$ cat src/rtl/store_pkg.sv
// Shared definitions for the store alignment buffer: access-size encodings
// and a helper that turns a size code into a contiguous byte-lane mask.
package store_pkg;

  typedef enum logic [1:0] {
    SZ_B = 2'd0,
    SZ_H = 2'd1,
    SZ_W = 2'd2,
    SZ_D = 2'd3
  } st_size_e;

  // Contiguous low-order ones, one per byte of the access size.
  function automatic logic [7:0] size_mask(input logic [1:0] size);
    logic [7:0] mask;
    case (size)
      SZ_B:    mask = 8'h01;
      SZ_H:    mask = 8'h03;
      SZ_W:    mask = 8'h0F;
      SZ_D:    mask = 8'hFF;
      default: mask = 8'h00;
    endcase
    return mask;
  endfunction

endpackage

$ cat src/rtl/store_align_buffer_if.sv
// Bundle of the store-request, memory-write and load-hazard signals of the
// store alignment buffer. The buffer uses the slave view; the memory stage,
// data memory and load path together form the master view.
interface store_align_buffer_if #(
  parameter int DATA_W = 32,
  parameter int ADDR_W = 32
);

  logic                  st_valid;
  logic [1:0]            st_size;
  logic [ADDR_W-1:0]     st_addr;
  logic [DATA_W-1:0]     st_data;
  logic                  st_ready;
  logic                  st_ades;
  logic                  mem_req;
  logic [ADDR_W-1:0]     mem_addr;
  logic [DATA_W-1:0]     mem_wdata;
  logic [DATA_W/8-1:0]   mem_wstrb;
  logic                  mem_ack;
  logic [ADDR_W-1:0]     ld_addr;
  logic                  ld_hit;
  logic                  empty;

  modport master (
    output st_valid, st_size, st_addr, st_data, mem_ack, ld_addr,
    input  st_ready, st_ades, mem_req, mem_addr, mem_wdata, mem_wstrb,
           ld_hit, empty
  );

  modport slave (
    input  st_valid, st_size, st_addr, st_data, mem_ack, ld_addr,
    output st_ready, st_ades, mem_req, mem_addr, mem_wdata, mem_wstrb,
           ld_hit, empty
  );

endinterface

$ cat src/rtl/store_fmt.sv
// Combinational store formatter: replicates the LSB-aligned store data across
// the memory word, builds the byte strobes and flags misaligned accesses.
module store_fmt
  import store_pkg::*;
#(
  parameter int DATA_W = 32
) (
  input  logic [1:0]          size_i,
  input  logic [2:0]          addr_lo_i,
  input  logic [DATA_W-1:0]   data_i,
  output logic [DATA_W-1:0]   wdata_o,
  output logic [DATA_W/8-1:0] wstrb_o,
  output logic                misalign_o
);

  localparam int BYTES = DATA_W / 8;
  localparam int OFF_W = $clog2(BYTES);

  logic [7:0]       full_mask_s;
  logic [BYTES-1:0] mask_s;

  // Replicate the active low-order slice of the data across every lane
  always_comb begin
    wdata_o = {DATA_W{1'b0}};
    case (size_i)
      SZ_B: for (int i = 0; i < BYTES; i++)       wdata_o[8*i +: 8]   = data_i[7:0];
      SZ_H: for (int i = 0; i < DATA_W / 16; i++) wdata_o[16*i +: 16] = data_i[15:0];
      SZ_W: for (int i = 0; i < DATA_W / 32; i++) wdata_o[32*i +: 32] = data_i[31:0];
      SZ_D:    wdata_o = data_i;
      default: wdata_o = data_i;
    endcase
  end

  // Byte strobes: one bit per accessed byte, shifted to the lane offset
  always_comb begin
    full_mask_s = size_mask(size_i);
    mask_s      = full_mask_s[BYTES-1:0];
    wstrb_o     = mask_s << addr_lo_i[OFF_W-1:0];
  end

  // An access is misaligned when its offset is not a multiple of its size;
  // a dword can never be aligned on a 32-bit memory
  always_comb begin
    misalign_o = 1'b0;
    case (size_i)
      SZ_B:    misalign_o = 1'b0;
      SZ_H:    misalign_o = addr_lo_i[0];
      SZ_W:    misalign_o = (addr_lo_i[1:0] != 2'd0);
      SZ_D:    misalign_o = (DATA_W == 32) || (addr_lo_i != 3'd0);
      default: misalign_o = 1'b1;
    endcase
  end

endmodule

$ cat src/rtl/store_align_buffer.sv
// Store alignment buffer: formats accepted stores at enqueue, holds them in a
// DEPTH-entry FIFO and presents the head entry to data memory. Misaligned
// stores are dropped and reported with a one-cycle error flag. A load hazard
// check compares a younger load's beat address against all buffered stores.
module store_align_buffer
  import store_pkg::*;
#(
  parameter int DATA_W = 32,
  parameter int ADDR_W = 32,
  parameter int DEPTH  = 4
) (
  input logic                 clk,
  input logic                 resetn,
  store_align_buffer_if.slave bus
);

  localparam int BYTES = DATA_W / 8;
  localparam int OFF_W = $clog2(BYTES);
  localparam int PTR_W = $clog2(DEPTH);
  localparam int CNT_W = PTR_W + 1;

  localparam logic [ADDR_W-1:0] ALIGN_MASK = {{(ADDR_W-OFF_W){1'b1}}, {OFF_W{1'b0}}};
  localparam logic [PTR_W-1:0]  PTR_ONE    = {{(PTR_W-1){1'b0}}, 1'b1};
  localparam logic [CNT_W-1:0]  CNT_ONE    = {{(CNT_W-1){1'b0}}, 1'b1};
  localparam logic [CNT_W-1:0]  CNT_FULL   = DEPTH[CNT_W-1:0];

  logic [PTR_W-1:0]  head_q, head_d;
  logic [PTR_W-1:0]  tail_q, tail_d;
  logic [CNT_W-1:0]  count_q, count_d;
  logic              ades_q, ades_d;
  logic [DEPTH-1:0]  valid_q, valid_d;

  logic [ADDR_W-1:0] addr_q [DEPTH];
  logic [DATA_W-1:0] data_q [DEPTH];
  logic [BYTES-1:0]  strb_q [DEPTH];

  logic [DATA_W-1:0] fmt_wdata_s;
  logic [BYTES-1:0]  fmt_wstrb_s;
  logic              fmt_misalign_s;
  logic              empty_s;
  logic              full_s;
  logic              accept_s;
  logic              push_s;
  logic              pop_s;
  logic [ADDR_W-1:0] st_aligned_s;
  logic [ADDR_W-1:0] ld_aligned_s;
  logic              ld_hit_s;

  store_fmt #(.DATA_W(DATA_W)) u_fmt (
    .size_i     (bus.st_size),
    .addr_lo_i  (bus.st_addr[2:0]),
    .data_i     (bus.st_data),
    .wdata_o    (fmt_wdata_s),
    .wstrb_o    (fmt_wstrb_s),
    .misalign_o (fmt_misalign_s)
  );

  // Handshake decode: acceptance depends only on fullness, so a pop in the
  // full cycle frees a slot for the following cycle, not this one
  always_comb begin
    empty_s      = (count_q == {CNT_W{1'b0}});
    full_s       = (count_q == CNT_FULL);
    accept_s     = bus.st_valid && !full_s;
    push_s       = accept_s && !fmt_misalign_s;
    pop_s        = !empty_s && bus.mem_ack;
    st_aligned_s = bus.st_addr & ALIGN_MASK;
    ld_aligned_s = bus.ld_addr & ALIGN_MASK;
  end

  // Next-state for pointers, occupancy, per-entry valid bits and error flag
  always_comb begin
    head_d  = head_q;
    tail_d  = tail_q;
    count_d = count_q;
    valid_d = valid_q;
    ades_d  = accept_s && fmt_misalign_s;
    if (push_s) begin
      tail_d          = tail_q + PTR_ONE;
      valid_d[tail_q] = 1'b1;
    end else begin
      tail_d = tail_q;
    end
    if (pop_s) begin
      head_d          = head_q + PTR_ONE;
      valid_d[head_q] = 1'b0;
    end else begin
      head_d = head_q;
    end
    case ({push_s, pop_s})
      2'b10:   count_d = count_q + CNT_ONE;
      2'b01:   count_d = count_q - CNT_ONE;
      default: count_d = count_q;
    endcase
  end

  // Control state registers
  always_ff @(posedge clk or negedge resetn) begin
    if (!resetn) begin
      head_q  <= {PTR_W{1'b0}};
      tail_q  <= {PTR_W{1'b0}};
      count_q <= {CNT_W{1'b0}};
      valid_q <= {DEPTH{1'b0}};
      ades_q  <= 1'b0;
    end else begin
      head_q  <= head_d;
      tail_q  <= tail_d;
      count_q <= count_d;
      valid_q <= valid_d;
      ades_q  <= ades_d;
    end
  end

  // Entry storage: the formatted store is written at the tail on push
  always_ff @(posedge clk or negedge resetn) begin
    if (!resetn) begin
      for (int i = 0; i < DEPTH; i++) begin
        addr_q[i] <= {ADDR_W{1'b0}};
        data_q[i] <= {DATA_W{1'b0}};
        strb_q[i] <= {BYTES{1'b0}};
      end
    end else if (push_s) begin
      addr_q[tail_q] <= st_aligned_s;
      data_q[tail_q] <= fmt_wdata_s;
      strb_q[tail_q] <= fmt_wstrb_s;
    end
  end

  // Load hazard: any valid entry sharing the load's aligned beat
  always_comb begin
    ld_hit_s = 1'b0;
    for (int i = 0; i < DEPTH; i++) begin
      ld_hit_s = ld_hit_s | (valid_q[i] && (addr_q[i] == ld_aligned_s));
    end
  end

  // Head entry drives memory; outputs are forced to zero while empty
  assign bus.st_ready  = !full_s;
  assign bus.st_ades   = ades_q;
  assign bus.mem_req   = !empty_s;
  assign bus.mem_addr  = empty_s ? {ADDR_W{1'b0}} : addr_q[head_q];
  assign bus.mem_wdata = empty_s ? {DATA_W{1'b0}} : data_q[head_q];
  assign bus.mem_wstrb = empty_s ? {BYTES{1'b0}}  : strb_q[head_q];
  assign bus.ld_hit    = ld_hit_s;
  assign bus.empty     = empty_s;

endmodule

$ cat src/flat_wrapper.sv
// flat-port wrapper written by rule: the top's interface ports become plain ports
module store_align_buffer_flat import store_pkg::*;
#(
  parameter int DATA_W = 32,
  parameter int ADDR_W = 32,
  parameter int DEPTH  = 4
)
  (clk, resetn, bus_st_valid, bus_st_size, bus_st_addr, bus_st_data, bus_mem_ack, bus_ld_addr, bus_st_ready, bus_st_ades, bus_mem_req, bus_mem_addr, bus_mem_wdata, bus_mem_wstrb, bus_ld_hit, bus_empty);
  store_align_buffer_if #(.DATA_W(DATA_W), .ADDR_W(ADDR_W)) bus_i ();
  input logic clk;
  input logic resetn;
  input wire logic [$bits(bus_i.st_valid)-1:0] bus_st_valid;
  input wire logic [$bits(bus_i.st_size)-1:0] bus_st_size;
  input wire logic [$bits(bus_i.st_addr)-1:0] bus_st_addr;
  input wire logic [$bits(bus_i.st_data)-1:0] bus_st_data;
  input wire logic [$bits(bus_i.mem_ack)-1:0] bus_mem_ack;
  input wire logic [$bits(bus_i.ld_addr)-1:0] bus_ld_addr;
  output wire logic [$bits(bus_i.st_ready)-1:0] bus_st_ready;
  output wire logic [$bits(bus_i.st_ades)-1:0] bus_st_ades;
  output wire logic [$bits(bus_i.mem_req)-1:0] bus_mem_req;
  output wire logic [$bits(bus_i.mem_addr)-1:0] bus_mem_addr;
  output wire logic [$bits(bus_i.mem_wdata)-1:0] bus_mem_wdata;
  output wire logic [$bits(bus_i.mem_wstrb)-1:0] bus_mem_wstrb;
  output wire logic [$bits(bus_i.ld_hit)-1:0] bus_ld_hit;
  output wire logic [$bits(bus_i.empty)-1:0] bus_empty;
  assign bus_i.st_valid = bus_st_valid;
  assign bus_i.st_size = bus_st_size;
  assign bus_i.st_addr = bus_st_addr;
  assign bus_i.st_data = bus_st_data;
  assign bus_i.mem_ack = bus_mem_ack;
  assign bus_i.ld_addr = bus_ld_addr;
  assign bus_st_ready = bus_i.st_ready;
  assign bus_st_ades = bus_i.st_ades;
  assign bus_mem_req = bus_i.mem_req;
  assign bus_mem_addr = bus_i.mem_addr;
  assign bus_mem_wdata = bus_i.mem_wdata;
  assign bus_mem_wstrb = bus_i.mem_wstrb;
  assign bus_ld_hit = bus_i.ld_hit;
  assign bus_empty = bus_i.empty;
  store_align_buffer #(.DATA_W(DATA_W), .ADDR_W(ADDR_W), .DEPTH(DEPTH)) u_core (.clk(clk), .resetn(resetn), .bus(bus_i));
endmodule
$ cat config.mk
export PLATFORM = sky130hd
export DESIGN_NAME = store_align_buffer_flat
export DESIGN_NICKNAME = d
export VERILOG_FILES = /design/src/rtl/store_pkg.sv /design/src/rtl/store_align_buffer_if.sv /design/src/rtl/store_fmt.sv /design/src/rtl/store_align_buffer.sv /design/src/flat_wrapper.sv
export SDC_FILE = /design/constraint.sdc
export NUM_CORES = 1
export LEC_CHECK = 0
export BUFFER_PORTS_ARGS = -buffer_cell sky130_fd_sc_hd__buf_2
export CAP_MARGIN = 20
export CORE_UTILIZATION = 35
export DETAILED_ROUTE_END_ITERATION = 16
export GPL_ROUTABILITY_DRIVEN = 0
export PLACE_DENSITY_LB_ADDON = 0.1
export SYNTH_ARGS = -nofsm -noshare
export SYNTH_HDL_FRONTEND = slang
export SYNTH_HIERARCHICAL = 1
export SYNTH_SLANG_ARGS = --single-unit
$ cat constraint.sdc
create_clock -name clk -period 2.4 [get_ports clk]
set_clock_uncertainty 0.05 [all_clocks]
set_input_delay 0.24 -clock clk [delete_from_list [all_inputs] [get_ports clk]]
set_output_delay 0.24 -clock clk [all_outputs]
set_load 0.02 [all_outputs]
======== Word-level counts from Yosys, hierarchy flattened ========
Index checks and enable logic that the tools add are counted.
storage, ports and cells
  register bits after elaboration ......... 284
  output and inout port bits .............. 73
operators by class
  add/subtract/negate cells ............... 4
  order comparisons ....................... 7
  eq/ne operators ......................... 10
  shift-type cells ........................ 1
  mux-type cells .......................... 29
  bitwise logic cells ..................... 8
  reduce and logical (&&, ||, !) cells .... 19
operator list
  kind                                                  number
  bitwise mux 128 bit                                   2
  2-to-1 mux 32 bit                                     7
  binary-select mux 32 bit (select 2 bit)               2
  == test 32 bit                                        4
  one-hot mux 32 bit (3 select lines)                   1
  demux 32 bit (select 2 bit)                           1
  2-to-1 mux 4 bit                                      6
  bitwise mux 16 bit                                    1
  one-hot mux 4 bit (4 select lines)                    1
  logical AND 1 bit                                     11
  binary-select mux 4 bit (select 2 bit)                1
  demux 4 bit (select 2 bit)                            1
  == test 2 bit (second input constant)                 3
  >= comparator 3 bit (second input constant)           2
  < comparator 2 x 3 -> 1 bit (second input constant)   2
  NOT 2 -> 3 bit                                        2
  one-hot mux 3 bit (2 select lines)                    1
  adder 2 x 1 -> 2 bit (second input constant)          2
  AND 4 bit                                             1
  demux 1 bit (select 2 bit)                            2
  == test 2 x 1 -> 1 bit (second input constant)        2
  >= comparator 2 x 1 -> 1 bit (second input constant)  2
  NOT 4 bit                                             1
  OR 4 bit                                              1
  13 further kinds                                      19

======== Logic depth before layout (Yosys ltp) ========
Gate-level depths: netlist of run 1.
  word-level depth ........................ 8
  gate-level depth with buffers ........... 12
  gate-level depth less buffers ........... 10

======== Modules after synthesis ========
The synthesis of run 1 kept the hierarchy.
modules (own cells, without submodules)
  module              instances  cells an instance  area each (µm²)  seq. area each (µm²)
  store_align_buffer  1          953                14287.5          6906.6
  store_fmt           1          62                 498.0            0.0

======== Worst setup path before layout of run 1 ========
No wires, ideal clock.
  path kind ............................... register -> register
  start ................................... register u_core.count_q[0]
  end ..................................... register u_core.count_q[2]
  library setup time ...................... 79 ps
  arrival time ............................ 2080 ps
  required time ........................... 2271 ps
  path slack .............................. 191 ps
  stages on the path, launching flop included .. 12
  buffers on the path ..................... 1
  clock period less this slack ............ 2209 ps
  cell sequence ........................... dfrtp_1 or3b_4 nand2_2 nor2_2 buf_6 inv_1 ha_1 inv_1 fa_1 xor2_1 nor2_1 xor2_1
on the way
  cells in the longest elaborated chain, start to end .. 6
  elaborated cells between the ends (all ways) .. 13
RTL lines
  what                                                                             RTL line                   source
  start: declaration                                                               store_align_buffer.sv:29   logic [CNT_W-1:0] count_q, count_d;
  start signal: assignment                                                         store_align_buffer.sv:101  count_q <= {CNT_W{1'b0}};
  start signal: assignment                                                         store_align_buffer.sv:107  count_q <= count_d;
  == test 3 bit (*)                                                                store_align_buffer.sv:62   full_s = (count_q == CNT_FULL);
  zero test 1 bit (*)                                                              n/a
  net bus_st_ready                                                                 flat_wrapper.sv:18         output wire logic [$bits(bus_i.st_ready)-1:0] bus_st_ready;
  logical AND 1 bit (*)                                                            store_align_buffer.sv:63   accept_s = bus.st_valid && !full_s;
  logical AND 1 bit (*)                                                            store_align_buffer.sv:64   push_s = accept_s && !fmt_misalign_s;
  == test 2 x 1 -> 1 bit / == test 2 bit (equally long branches)                   store_align_buffer.sv:89   case ({push_s, pop_s})
  one-hot mux 3 bit (2 select lines) / nonzero test 2 bit (equally long branches)  n/a
The timed path passes the listed nets; every way through them passes the cells marked *.
A chain may end at the register's enable or synchronous reset.

======== Final worst setup path of run 1 ========
  start ................................... register u_core.head_q[0]
  end ..................................... output port bus_mem_wdata[25]
on the way
  cells in the longest elaborated chain, start to end .. 5
RTL lines
  what                                                   RTL line                   source
  start: declaration                                     store_align_buffer.sv:27   logic [PTR_W-1:0] head_q, head_d;
  start signal: assignment                               store_align_buffer.sv:99   head_q <= {PTR_W{1'b0}};
  NOT 2 -> 3 bit (not written as such)                   store_align_buffer.sv:141  assign bus.mem_wdata = empty_s ? {DATA_W{1'b0}} : data_q[head_q];
  binary-select mux 32 bit (select 2 bit)                store_align_buffer.sv:141
  2-to-1 mux 32 bit (not written as such) (2 in series)  store_align_buffer.sv:141
  2-to-1 mux 32 bit                                      store_align_buffer.sv:141
  end: declaration                                       flat_wrapper.sv:22         output wire logic [$bits(bus_i.mem_wdata)-1:0] bus_mem_wdata;
Every way passes these cells. The select of a mux whose other input is x is not followed.

==> summary.txt, run 1 <==
Status
  – Status: complete, but fails checks
  – Violated checks: setup timing

STA
  – Minimum clock period: roughly 2.5 ns
  – Total Negative Setup Slacks: -1.267 ns
  – PnR worst setup slack: -0.09976 ns
  – Setup-violating endpoint count in the final report: 33
  – Final clock period utilization by the worst path: 104.2%
  – Total count of max-transition violations in the final report: 0
  – RSZ-0062 raised after global routing: true
  – Final number of hold-violating endpoints: 0
  – Highest attainable clock frequency: roughly 0.40 GHz

Floorplan
  – Area inside the core boundary: about 41000 sq um
  – Chip Height: just over 200 um
  – Boundary pin count: roughly 180
  – Die boundary width: between 200 and 250 um
  – Die Area: 43070 sq um
  – Number of rows in the core area: 74
  – Initial Util: between 30 and 40%

Logic synthesis
  – Post-synth design cell area: ~15000 sq um
  – Synthesis warning total: 6
  – Post-synth top area share: between 40% and 50%
  – Mean instance size in the synthesized netlist: ~15 sq um
  – Cells after synthesis: ~1000
  – Seq/Total Area, Yosys: a little under half
  – Dominant cell by count in the synthesized netlist: sky130_fd_sc_hd__dfrtp_1
  – Yosys cell types: 38
  – Largest cells by area after synthesis: sky130_fd_sc_hd__dfrtp_1, sky130_fd_sc_hd__mux2_2, sky130_fd_sc_hd__mux4_2
  – Fraction of registers with async set or reset after synthesis: 100.0%
  – Number of flops mapped to enable cells by yosys: 0
  – Ys flop type: sky130_fd_sc_hd__dfrtp_1
  – Flip-flop and latch count after synthesis: roughly 280
  – Dominant cell type by area after synthesis: sky130_fd_sc_hd__dfrtp_1
  – Top cell types by occurrence after synthesis: sky130_fd_sc_hd__dfrtp_1, sky130_fd_sc_hd__mux2_2, sky130_fd_sc_hd__mux2_4, sky130_fd_sc_hd__xnor2_1, sky130_fd_sc_hd__and2_1

Global route
  – GRT Util Overall: approximately a fifth
  – Global-route wire length before repair: approximately 65000 um
  – Number of global-route vias before repair: ~10000
  – Maximum number of pins on one net before global-route repair: between 60 and 70
  – Congestion Overflow GR: 0
  – Number of antenna violations at the first check in global routing: 6

Route
  – Average wire per cell in the routed design: 23.68 um
  – First-iteration detailed-routing DRC count: 453
  – Antenna Nets Post-Route: 0
  – Total wirelength of the detailed-routed design: 42550 um
  – Post-detailed-route DRC marker count: 0
  – Via density: between 5 and 6
  – Length of the first detailed-routing pass in iterations: 6
  – Via count: approximately 9000

Setup path
  – Longest individual stage delay on the worst path: ~0.50 ns
  – Critical-path cell list: buf_12, buf_12, buf_16, mux4_2, and2_4, buf_6
  – Kind of cell adding the most delay to the critical path: buffers and inverters
  – Endpoint kind of the worst setup timing path: output port
  – Data required time of the worst path: approximately 2.1 ns
  – CP startpoint kind: register
  – Most frequent CP cell: sky130_fd_sc_hd__buf_12
  – Number of buffers and inverters on the critical path: 4
  – CP Class: reg2out
  – Largest fanout on the critical path: 6
  – Worst EP arrival: ~2.2 ns
  – Cell at the slowest stage of the critical path: sky130_fd_sc_hd__dfrtp_4

Placed design
  – Port Buffers: 170
  – Placed inst area: about 16000 sq um
  – Post-DP HPWL: 28620 um

Clock tree
  – Number of H-tree levels: 2
  – Clk Tree Root Cell: sky130_fd_sc_hd__clkbuf_16
  – Number of clock sinks seen by CTS: 276
  – TritonCTS clock tree: done
  – Number of buffers created by CTS: 35
  – Largest buffer count on any clock path: 3
  – Worst skew pair latency: around 0.53 ns
  – Clock-pin slew on the worst setup and hold paths: approximately 0.06 ns

Power and ir drop
  – Leakage power: between 8 and 9 nW
  – Cell area power density: ~1600 nW/um^2
  – Worst IR drop on VDD: 0.0007119 V

Min path
  – Worst min path class: in2reg

Cells and area
  – Final cell utilization of the core: a little under half
  – Area growth from synthesis to final layout: 27.49%
  – Share of final-layout standard cells stronger than drive strength 1: 56.89%
  – Final standard cell area without fillers: between 15000 and 20000 sq um
  – Final net count: around 1400

Flow run
  – Maximum Capacitance Violations: 0
per-layer routing:
layer  track usage [%]  wire, um  vias to the layer above  share of wire [%]
li1                  -         -                     4088                  -
met1             26.24     18720                     4694                 44
met2             33.09     20550                      197                 48
met3             4.675      2284                       59                5.4
met4             6.047       959                        6                2.3
met5                 0        42                        -              0.099
report_power, final:
group,switching [W],leakage (nW),internal (W)
combinational,0.00635,4.61,0.00912
sequential,0.00168,3.34,0.00700
clock,0.00204,0.571,0.00331
total,0.0101,8.51,0.0194
logic make-up after synthesis:
family,Yosys count,share of synthesized area [%]
compound gates,23,0.8970
xor+xnor,125,7.405
fa+ha+maj,10,0.8970
buf+inv,92,4.544
flops,276,46.71
mux,355,34.02
other cells,1,0.02536
simple gates,133,5.501
registers in the layout (all words and copies together), names as in the netlist:
register,cells
u_core/addr_q,120
u_core/bus.st_ades,1
u_core/count_q,3
u_core/data_q,128
u_core/head_q,2
u_core/strb_q,16
u_core/tail_q,2
u_core/valid_q,4
cell type report:
class                           count  area (sq um)
Fill cell                        3745         22350
Multi-Input combinational cell    648          7500
Sequential cell                   276          6915
Timing Repair Buffer              268          2562
Clock buffer                       53          1044
Tap cell                          532         665.6
Clock inverter                      8         121.4
Inverter                            9         33.78
Antenna cell                        3         7.507
per-stage QoR:
stage	hold slack (ns)	setup slack, ns	total power (W)	instances
after detailed placement	0.1216	0.2063	0.02118	1676
after floorplan	-0.1056	0.1909	0.01715	1016
after global routing	0.03398	-0.2172	0.03115	1796
after global placement	0.1236	0.2206	0.02107	1676
final	0.03975	-0.09976	0.02951	1797
after CTS	0.007450	-0.1451	0.02915	1790
worst reg2reg max path, cell delays in order (launching register included):
cell	delay, ns
sky130_fd_sc_hd__dfrtp_1	0.39
sky130_fd_sc_hd__or3b_4	0.41
sky130_fd_sc_hd__nand2_2	0.08
sky130_fd_sc_hd__nor2_2	0.04
sky130_fd_sc_hd__buf_4	0.18
sky130_fd_sc_hd__nand2_4	0.27
sky130_fd_sc_hd__buf_12	0.27
sky130_fd_sc_hd__mux2_2	0.36
path summary, 6_finish.rpt:
| kind | depth (start not counted) | startpoint | slack (ns) | to |
|---|---|---|---|---|
| max in group asynchronous | 3 | resetn | 1.45 | u_core/addr_q[77] |
| setup reg to reg | 7 | u_core/count_q[1] | 0.21 | u_core/addr_q[56] |
| setup / recovery | 6 | u_core/head_q[0] | -0.1 | bus_mem_wdata[25] |
| hold reg to reg | 1 | u_core/count_q[2] | 0.44 | u_core/count_q[2] |
| min in group asynchronous | 2 | resetn | 0.15 | u_core/addr_q[58] |
| hold / removal | 2 | bus_st_data[1] | 0.04 | u_core/data_q[1] |
placed cells by master (no fill, tap or decap), drive strengths merged, types with 2 or more instances in the layout:
cell	count
mux2	280
dfrtp	276
buf	229
xnor2	79
and2	67
mux4	66
clkbuf	55
xor2	46
dlygate4sd3	37
nand4	25
nor4	16
nand2	15
o21ai	11
inv	10
a21oi	9
mux2i	9
ha	9
nor2	5
diode	3
clkinv	3
bufinv	3
conb	2
timing repair:
item                                    CTS  global route
gates resized for setup                 144            57
endpoints found under the hold margin   401             0
cloned                                    6             2
pin swaps                                 8            12
setup buffers                            11             3
endpoints found under the setup margin   67            65
hold buffers                             37             0
(Power assumes the default switching activity.)
==> run 2, diff against run 1 <==
--- a/config.mk
+++ b/config.mk
@@ -5,6 +5,7 @@
 export SDC_FILE = /design/constraint.sdc
 export NUM_CORES = 1
 export LEC_CHECK = 0
+export ABC_AREA = 1
 export BUFFER_PORTS_ARGS = -buffer_cell sky130_fd_sc_hd__buf_2
 export CAP_MARGIN = 20
 export CORE_UTILIZATION = 35
==> summary.txt, run 2 <==
Route
  – Via density: approximately 5
  – Total wirelength of the detailed-routed design: ~53000 um
  – Top routing layer used: met5
  – First-iteration detailed-routing DRC count: approximately 1100
  – Post-detailed-route DRC marker count: 0
  – Detail Route met2 WL: between 20000 and 25000 um
  – Length of the first detailed-routing pass in iterations: 5
  – Routed met1 length: 24100 um
  – Routed wire length on met3: between 2000 and 3000 um
  – Antenna Nets Post-Route: 0
  – Via count: between 10000 and 15000
  – Average wire per cell in the routed design: about 19 um

Setup path
  – CP startpoint kind: register
  – Cell at the slowest stage of the critical path: sky130_fd_sc_hd__dfrtp_4
  – Number of buffers and inverters on the critical path: 3
  – Largest fanout on the critical path: 29
  – Endpoint of the worst register-to-register path: u_core/count_q[2]
  – Worst flop-to-flop path startpoint: u_core/count_q[2]
  – Worst EP arrival: around 2.1 ns
  – Kind of cell adding the most delay to the critical path: buffers and inverters
  – Endpoint kind of the worst setup timing path: output port
  – R2R setup slack: between 0.2 and 0.3 ns
  – Longest individual stage delay on the worst path: just over 0.5 ns
  – Critical-path cell list: inv_6, buf_16, o21ai_0, a21oi_1, buf_2
  – Worst R2R Path Depth: 11
  – Data required time of the worst path: 2.11 ns
  – CP Class: reg2out

Global route
  – Congestion Overflow GR: 0
  – Number of antenna violations at the first check in global routing: 1
  – GRT Util Overall: between 20% and 30%
  – Global-route wire length before repair: 78560 um
  – Number of global-route vias before repair: about 13000
  – Maximum number of pins on one net before global-route repair: just under 90

Cells and area
  – Most common cell after layout, fill and taps aside: sky130_fd_sc_hd__nand2_1
  – Final standard cell area without fillers: about 19000 sq um
  – Most frequent cells in the layout: sky130_fd_sc_hd__nand2_1, sky130_fd_sc_hd__dfrtp_1, sky130_fd_sc_hd__nor2_1, sky130_fd_sc_hd__o21ai_1, sky130_fd_sc_hd__inv_1
  – Area growth from synthesis to final layout: 23.69%
  – Largest registers in the final layout: u_core/data_q (128), u_core/addr_q (120), u_core/strb_q (16)
  – Largest register by flop count: u_core/data_q
  – Largest register FFs: around 130
  – Post-route insts no fill: 2832
  – Share of final-layout standard cells stronger than drive strength 1: between 10% and 20%
  – Final net count: between 2000 and 2500

Logic synthesis
  – Post-synth design cell area: ~15000 sq um
  – Synthesis warning total: 6
  – Dominant cell by count in the synthesized netlist: sky130_fd_sc_hd__nand2_1
  – Ys flop type: sky130_fd_sc_hd__dfrtp_1
  – Post-synth top area share: a little under half
  – Fraction of registers with async set or reset after synthesis: 100.0%
  – Top cell types by occurrence after synthesis: sky130_fd_sc_hd__nand2_1, sky130_fd_sc_hd__dfrtp_1, sky130_fd_sc_hd__nor2_1, sky130_fd_sc_hd__o21ai_0, sky130_fd_sc_hd__o21ai_1
  – Largest cells by area after synthesis: sky130_fd_sc_hd__dfrtp_1, sky130_fd_sc_hd__nand2_1, sky130_fd_sc_hd__o21ai_0
  – Flip-flop and latch count after synthesis: ~280
  – Dominant cell type by area after synthesis: sky130_fd_sc_hd__dfrtp_1
  – Mean instance size in the synthesized netlist: 7.180 sq um
  – Cells after synthesis: ~2100
  – Seq/Total Area, Yosys: a little under half
  – Number of flops mapped to enable cells by yosys: 0
  – Yosys cell types: 29

Floorplan
  – Die Area: around 44000 sq um
  – Boundary pin count: ~180
  – Die boundary width: 209.0 um
  – Area inside the core boundary: 42130 sq um
  – Chip Height: around 210 um
  – Number of rows in the core area: 75
  – Initial Util: a little over a third

STA
  – Final clock period utilization by the worst path: 101.0%
  – Highest attainable clock frequency: around 0.41 GHz
  – Smallest hold slack: 0.01488 ns
  – Worst-Margin Slew: between 0.6 and 0.7 ns
  – Total count of max-transition violations in the final report: 0
  – RSZ-0062 raised after global routing: true
  – Final number of hold-violating endpoints: 0
  – Minimum clock period: 2.424 ns
  – Slew margin rel.: a little under three fifths
  – PnR worst setup slack: -0.02418 ns
  – Setup-violating endpoint count in the final report: 3

Status
  – Violated checks: setup timing
  – Status: complete, but fails checks

Power and ir drop
  – Cell area power density: 1493 nW/um^2
  – Leakage power: 9.401 nW
  – Worst IR drop on VDD: about 0.00066 V

Clock tree
  – Number of clock sinks seen by CTS: ~280
  – Number of H-tree levels: 2
  – TritonCTS clock tree: done
  – Clock-pin slew on the worst setup and hold paths: 0.06 ns
  – Worst skew pair latency: approximately 0.55 ns
  – Number of buffers created by CTS: 35
  – Largest buffer count on any clock path: 3
  – Clk Tree Root Cell: sky130_fd_sc_hd__clkbuf_16

Flow run
  – Maximum Capacitance Violations: 0

Placed design
  – Number of placed instances, taps included: approximately 2700
  – Pre-CTS setup slack: a little under 0.3 ns
  – Placed inst area: approximately 16000 sq um
  – Port Buffers: between 150 and 200
  – Post-DP HPWL: about 34000 um

Min path
  – Worst hold stages: 3
  – Worst min path class: in2reg
  – Capture endpoint of the worst hold path: u_core/data_q[98]
  – Min-delay src: bus_st_data[2]
==> run 2: cell count changes in the layout (fill, tap and decap cells not counted), sizes merged, moves of 69 or more <==
cell	change
a21oi	+108
inv	+200
mux2	-280
nand2	+623
nor2	+234
o21ai	+415
xnor2	-69
==> run 2: what timing repair did <==
item	CTS	global route
buffers inserted	3	5
cloned	1	8
pin swaps	10	31
setup endpoints to repair	61	60
hold buffers	37	0
resized for setup	17	105
hold endpoints to repair	358	0
==> run 2: worst max-delay path by stage <==
stage | start | endpoint | cells past startpoint
floorplan | u_core/count_q[2] | u_core/count_q[1] | 8
global placement | bus_st_size[1] | u_core/count_q[2] | 13
detailed placement | bus_st_size[1] | u_core/count_q[2] | 13
CTS | u_core/head_q[0] | bus_mem_wdata[6] | 7
global route | u_core/head_q[0] | bus_mem_addr[31] | 6
finish | u_core/head_q[0] | bus_mem_wdata[7] | 5
==> run 2: power by group <==
group          internal (W)  total (W)  switching [W]
Sequential          0.00687    0.00848        0.00161
Clock               0.00339    0.00560        0.00221
Combinational       0.00520     0.0136        0.00842
==> run 2: layer usage <==
metal	global-route usage (%)	vias to the layer above
li1	-	6975
met1	31.74	6490
met2	37.76	403
met3	4.539	77
met4	7.302	2
met5	0	-
==> run 2: cell type report <==
class                   count  area [sq um]
fillers                  4392         23580
flip-flops and latches    276          6912
multi-input cells        1483          6720
repair buffers            261          2228
clock buffers              49          1008
inverters                 209         797.0
well taps                 539         674.4
clock inverters            14         210.2
diodes                      1         2.502
==> run 2: tightest hold or removal path, delay by kind of cell <==
family,cells,cell delay (ns)
AOI/OAI and AO/OA,1,0.08
buffers and inverters,2,0.25
==> run 2: per-stage QoR <==
step / utilization (%) / setup TNS, ns / power (W)
2_1_floorplan: - / 0 / 0.01615
3_3_place_gp: 38.81 / 0 / 0.02032
3_5_place_dp: 38.81 / 0 / 0.02050
4_1_cts: 42.90 / -0.9020 / 0.02657
5_1_grt: 44.03 / -0.7844 / 0.02978
6_report: 44.03 / -0.03751 / 0.02770
==> run 2: kinds of logic (layout without fill, tap and decap cells) <==
family	count (synthesis)	count (layout)	share of synthesized area (%)
adder cells (fa/ha/maj)	10	10	0.8842
buffers and inverters	331	533	10.03
AND/OR/NAND/NOR	899	899	23.28
other	1	3	0.02500
flip-flops	276	276	46.05
XOR/XNOR	17	17	0.9926
AO/OA/AOI/OAI	555	555	18.74
==> run 3, diff against run 2 <==
--- a/config.mk
+++ b/config.mk
@@ -8,7 +8,8 @@
 export ABC_AREA = 1
 export BUFFER_PORTS_ARGS = -buffer_cell sky130_fd_sc_hd__buf_2
 export CAP_MARGIN = 20
-export CORE_UTILIZATION = 35
+export CORE_UTILIZATION = 50
+export CTS_BUF_LIST = sky130_fd_sc_hd__clkbuf_2 sky130_fd_sc_hd__clkbuf_4 sky130_fd_sc_hd__clkbuf_8
 export DETAILED_ROUTE_END_ITERATION = 16
 export GPL_ROUTABILITY_DRIVEN = 0
 export PLACE_DENSITY_LB_ADDON = 0.1
==> constraint.sdc (replaced) <==
create_clock -name clk -period 2.9 [get_ports clk]
set_clock_uncertainty 0.05 [all_clocks]
set_input_delay 0.29 -clock clk [delete_from_list [all_inputs] [get_ports clk]]
set_output_delay 0.29 -clock clk [all_outputs]
set_load 0.02 [all_outputs]
==> summary.txt, run 3 (same netlist as run 2, synthesis figures left out) <==
STA
  – Setup-violating endpoint count in the final report: 0
  – Total Negative Setup Slacks: 0 ns
  – Smallest hold slack: around 0.023 ns
  – Total count of max-transition violations in the final report: 0
  – Worst-Margin Slew: about 0.56 ns
  – Highest attainable clock frequency: 0.3643 GHz
  – Minimum clock period: 2.745 ns
  – Slew margin rel.: between 60% and 70%
  – Final number of hold-violating endpoints: 0
  – Final clock period utilization by the worst path: between 90% and 100%
  – PnR worst setup slack: 0.1551 ns
  – RSZ-0062 raised after global routing: false

Power and ir drop
  – Part of the power in the clock network: roughly 18%
  – Internal power: roughly 0.011 W
  – Worst IR drop on VDD: around 0.00064 V
  – Switching portion of total power: about 46%
  – Combinational share of power: 47.4%
  – Net switching power: around 0.0092 W
  – Sequential power share: roughly a third
  – Leakage power: roughly 9 nW
  – Cell area power density: between 1000 and 1500 nW/um^2

Setup path
  – Data required time of the worst path: around 2.6 ns
  – CP Class: reg2out
  – Largest fanout on the critical path: between 40 and 50
  – Critical-path cell list: inv_4, buf_12, nor2_1, o21ai_0, a21oi_1, buf_2
  – CP startpoint kind: register
  – Longest individual stage delay on the worst path: 0.64 ns
  – R2R setup slack: 0.83 ns
  – Cell at the slowest stage of the critical path: sky130_fd_sc_hd__dfrtp_4
  – Worst EP arrival: roughly 2.4 ns
  – Endpoint kind of the worst setup timing path: output port

Clock tree
  – Worst skew pair latency: 0.57 ns
  – Number of buffers created by CTS: a little under 50
  – Clk Tree Root Cell: sky130_fd_sc_hd__clkbuf_8
  – Largest buffer count on any clock path: 3
  – Clock-pin slew on the worst setup and hold paths: about 0.060 ns
  – TritonCTS clock tree: done
  – Number of clock sinks seen by CTS: roughly 280
  – Number of H-tree levels: 2

Floorplan
  – Die Area: roughly 31000 sq um
  – Die boundary width: approximately 180 um
  – Chip Height: ~180 um
  – Area inside the core boundary: between 20000 and 30000 sq um
  – Boundary pin count: between 150 and 200
  – Number of rows in the core area: 63
  – Initial Util: ~50%

Cells and area
  – Final cell utilization of the core: 58.48%
  – Layout filler cell count: roughly 2800
  – Area occupied by multi-input gates: ~6600 sq um
  – Most common cell after layout, fill and taps aside: sky130_fd_sc_hd__nand2_1
  – Largest register FFs: between 100 and 150
  – Area of all sequential standard cells: slightly below 7000 sq um
  – Number of antenna diodes: 0
  – Final net count: roughly 2400
  – Largest register by flop count: u_core/data_q
  – Most frequent cells in the layout: sky130_fd_sc_hd__nand2_1, sky130_fd_sc_hd__dfrtp_1, sky130_fd_sc_hd__nor2_1, sky130_fd_sc_hd__o21ai_0, sky130_fd_sc_hd__o21ai_1
  – Share of final-layout standard cells stronger than drive strength 1: around an eighth
  – Area growth from synthesis to final layout: 15.24%
  – Largest registers in the final layout: u_core/data_q (128), u_core/addr_q (120), u_core/strb_q (16)

Route
  – Via count: ~14000
  – Length of the first detailed-routing pass in iterations: 6
  – Total wirelength of the detailed-routed design: approximately 45000 um
  – Top routing layer used: met4
  – Routed met1 length: between 15000 and 20000 um
  – Routed wire length on met3: 3332 um
  – Antenna Nets Post-Route: 0
  – Average wire per cell in the routed design: about 17 um
  – Via density: between 5 and 6
  – First-iteration detailed-routing DRC count: 1259
  – Detail Route met2 WL: 20830 um
  – Post-detailed-route DRC marker count: 0

Flow run
  – Maximum Capacitance Violations: 0

Global route
  – Global-route wire length before repair: between 70000 and 80000 um
  – Maximum number of pins on one net before global-route repair: a little under 80
  – GRT Util Overall: between 20% and 30%
  – Number of antenna violations at the first check in global routing: 1
  – Congestion Overflow GR: 0
  – Number of global-route vias before repair: between 10000 and 15000

Status
  – Status: finished clean

Placed design
  – Post-DP HPWL: approximately 30000 um
  – Port Buffers: 170
  – Pre-CTS setup slack: 0.4919 ns

Min path
  – Worst min path class: in2reg
[run 3: changes by cell type in the layout (fill, tap and decap cells not counted), moves of 7 or more]
cell,delta
sky130_fd_sc_hd__clkbuf_4,+19
sky130_fd_sc_hd__buf_4,-49
sky130_fd_sc_hd__dlygate4sd3_1,-10
sky130_fd_sc_hd__clkbuf_8,+48
sky130_fd_sc_hd__buf_2,+44
sky130_fd_sc_hd__o21ai_0,+19
sky130_fd_sc_hd__a21oi_2,-17
sky130_fd_sc_hd__o21ai_1,-19
sky130_fd_sc_hd__buf_6,-7
sky130_fd_sc_hd__a21oi_1,+17
sky130_fd_sc_hd__clkbuf_16,-42
[run 3: path summary, 6_finish.rpt]
kind	start	endpoint	depth (start not counted)
hold reg to reg	u_core/data_q[2]	u_core/data_q[2]	2
hold / removal	bus_st_addr[27]	u_core/addr_q[91]	3
setup reg to reg	u_core/count_q[2]	u_core/count_q[1]	8
setup / recovery	u_core/head_q[1]	bus_mem_wdata[24]	6
min in group asynchronous	resetn	u_core/addr_q[20]	2
max in group asynchronous	resetn	u_core/data_q[84]	3
[run 3: timing repair]
item | in CTS | in global routing
hold endpoints to repair | 150 | 0
endpoints found under the setup margin | 13 | 12
setup buffers | 0 | 0
hold buffers | 27 | 0
gates resized for setup | 2 | 2
[run 3: layer usage]
layer,vias up,track usage [%]
met4,0,12.90
met1,6545,39.66
met2,538,48.53
met5,-,0
met3,109,5.157
li1,6912,-
[run 3: power by group through the flow]
stage	clock, W	sequential (W)	combinational (W)
2_1_floorplan	0	0.00663	0.00674
3_3_place_gp	0	0.00701	0.00934
3_5_place_dp	0	0.00707	0.00950
4_1_cts	0.00364	0.00704	0.00957
5_1_grt	0.00381	0.00731	0.0107
6_report	0.00357	0.00707	0.00958
[run 3: metrics by stage]
step           area [sq um]  std cells  total power [W]
2_1_floorplan         15000       2090          0.01336
3_3_place_gp          16060       2555          0.01635
3_5_place_dp          16060       2555          0.01657
4_1_cts               17280       2660          0.02024
5_1_grt               17290       2660          0.02186
6_report              17290       2660          0.02022
[run 3: worst max-delay path, delay by kind of cell, from the launching register on]
family | cells | cell delay [ns]
buffers and inverters | 3 | 0.70
DFF | 1 | 0.64
AOI/OAI and AO/OA | 2 | 0.36
and+or+nand+nor | 1 | 0.12
[run 3: area by class of cell]
| cell class | count | share of cell area [%] |
|---|---|---|
| multi-input cells | 1483 | 38.17 |
| clock buffers | 75 | 5.284 |
| inverters | 209 | 4.611 |
| repair buffers | 224 | 8.947 |
| clock inverters | 3 | 0.1665 |
| flip-flops and latches | 276 | 40.00 |
| well taps | 390 | 2.823 |
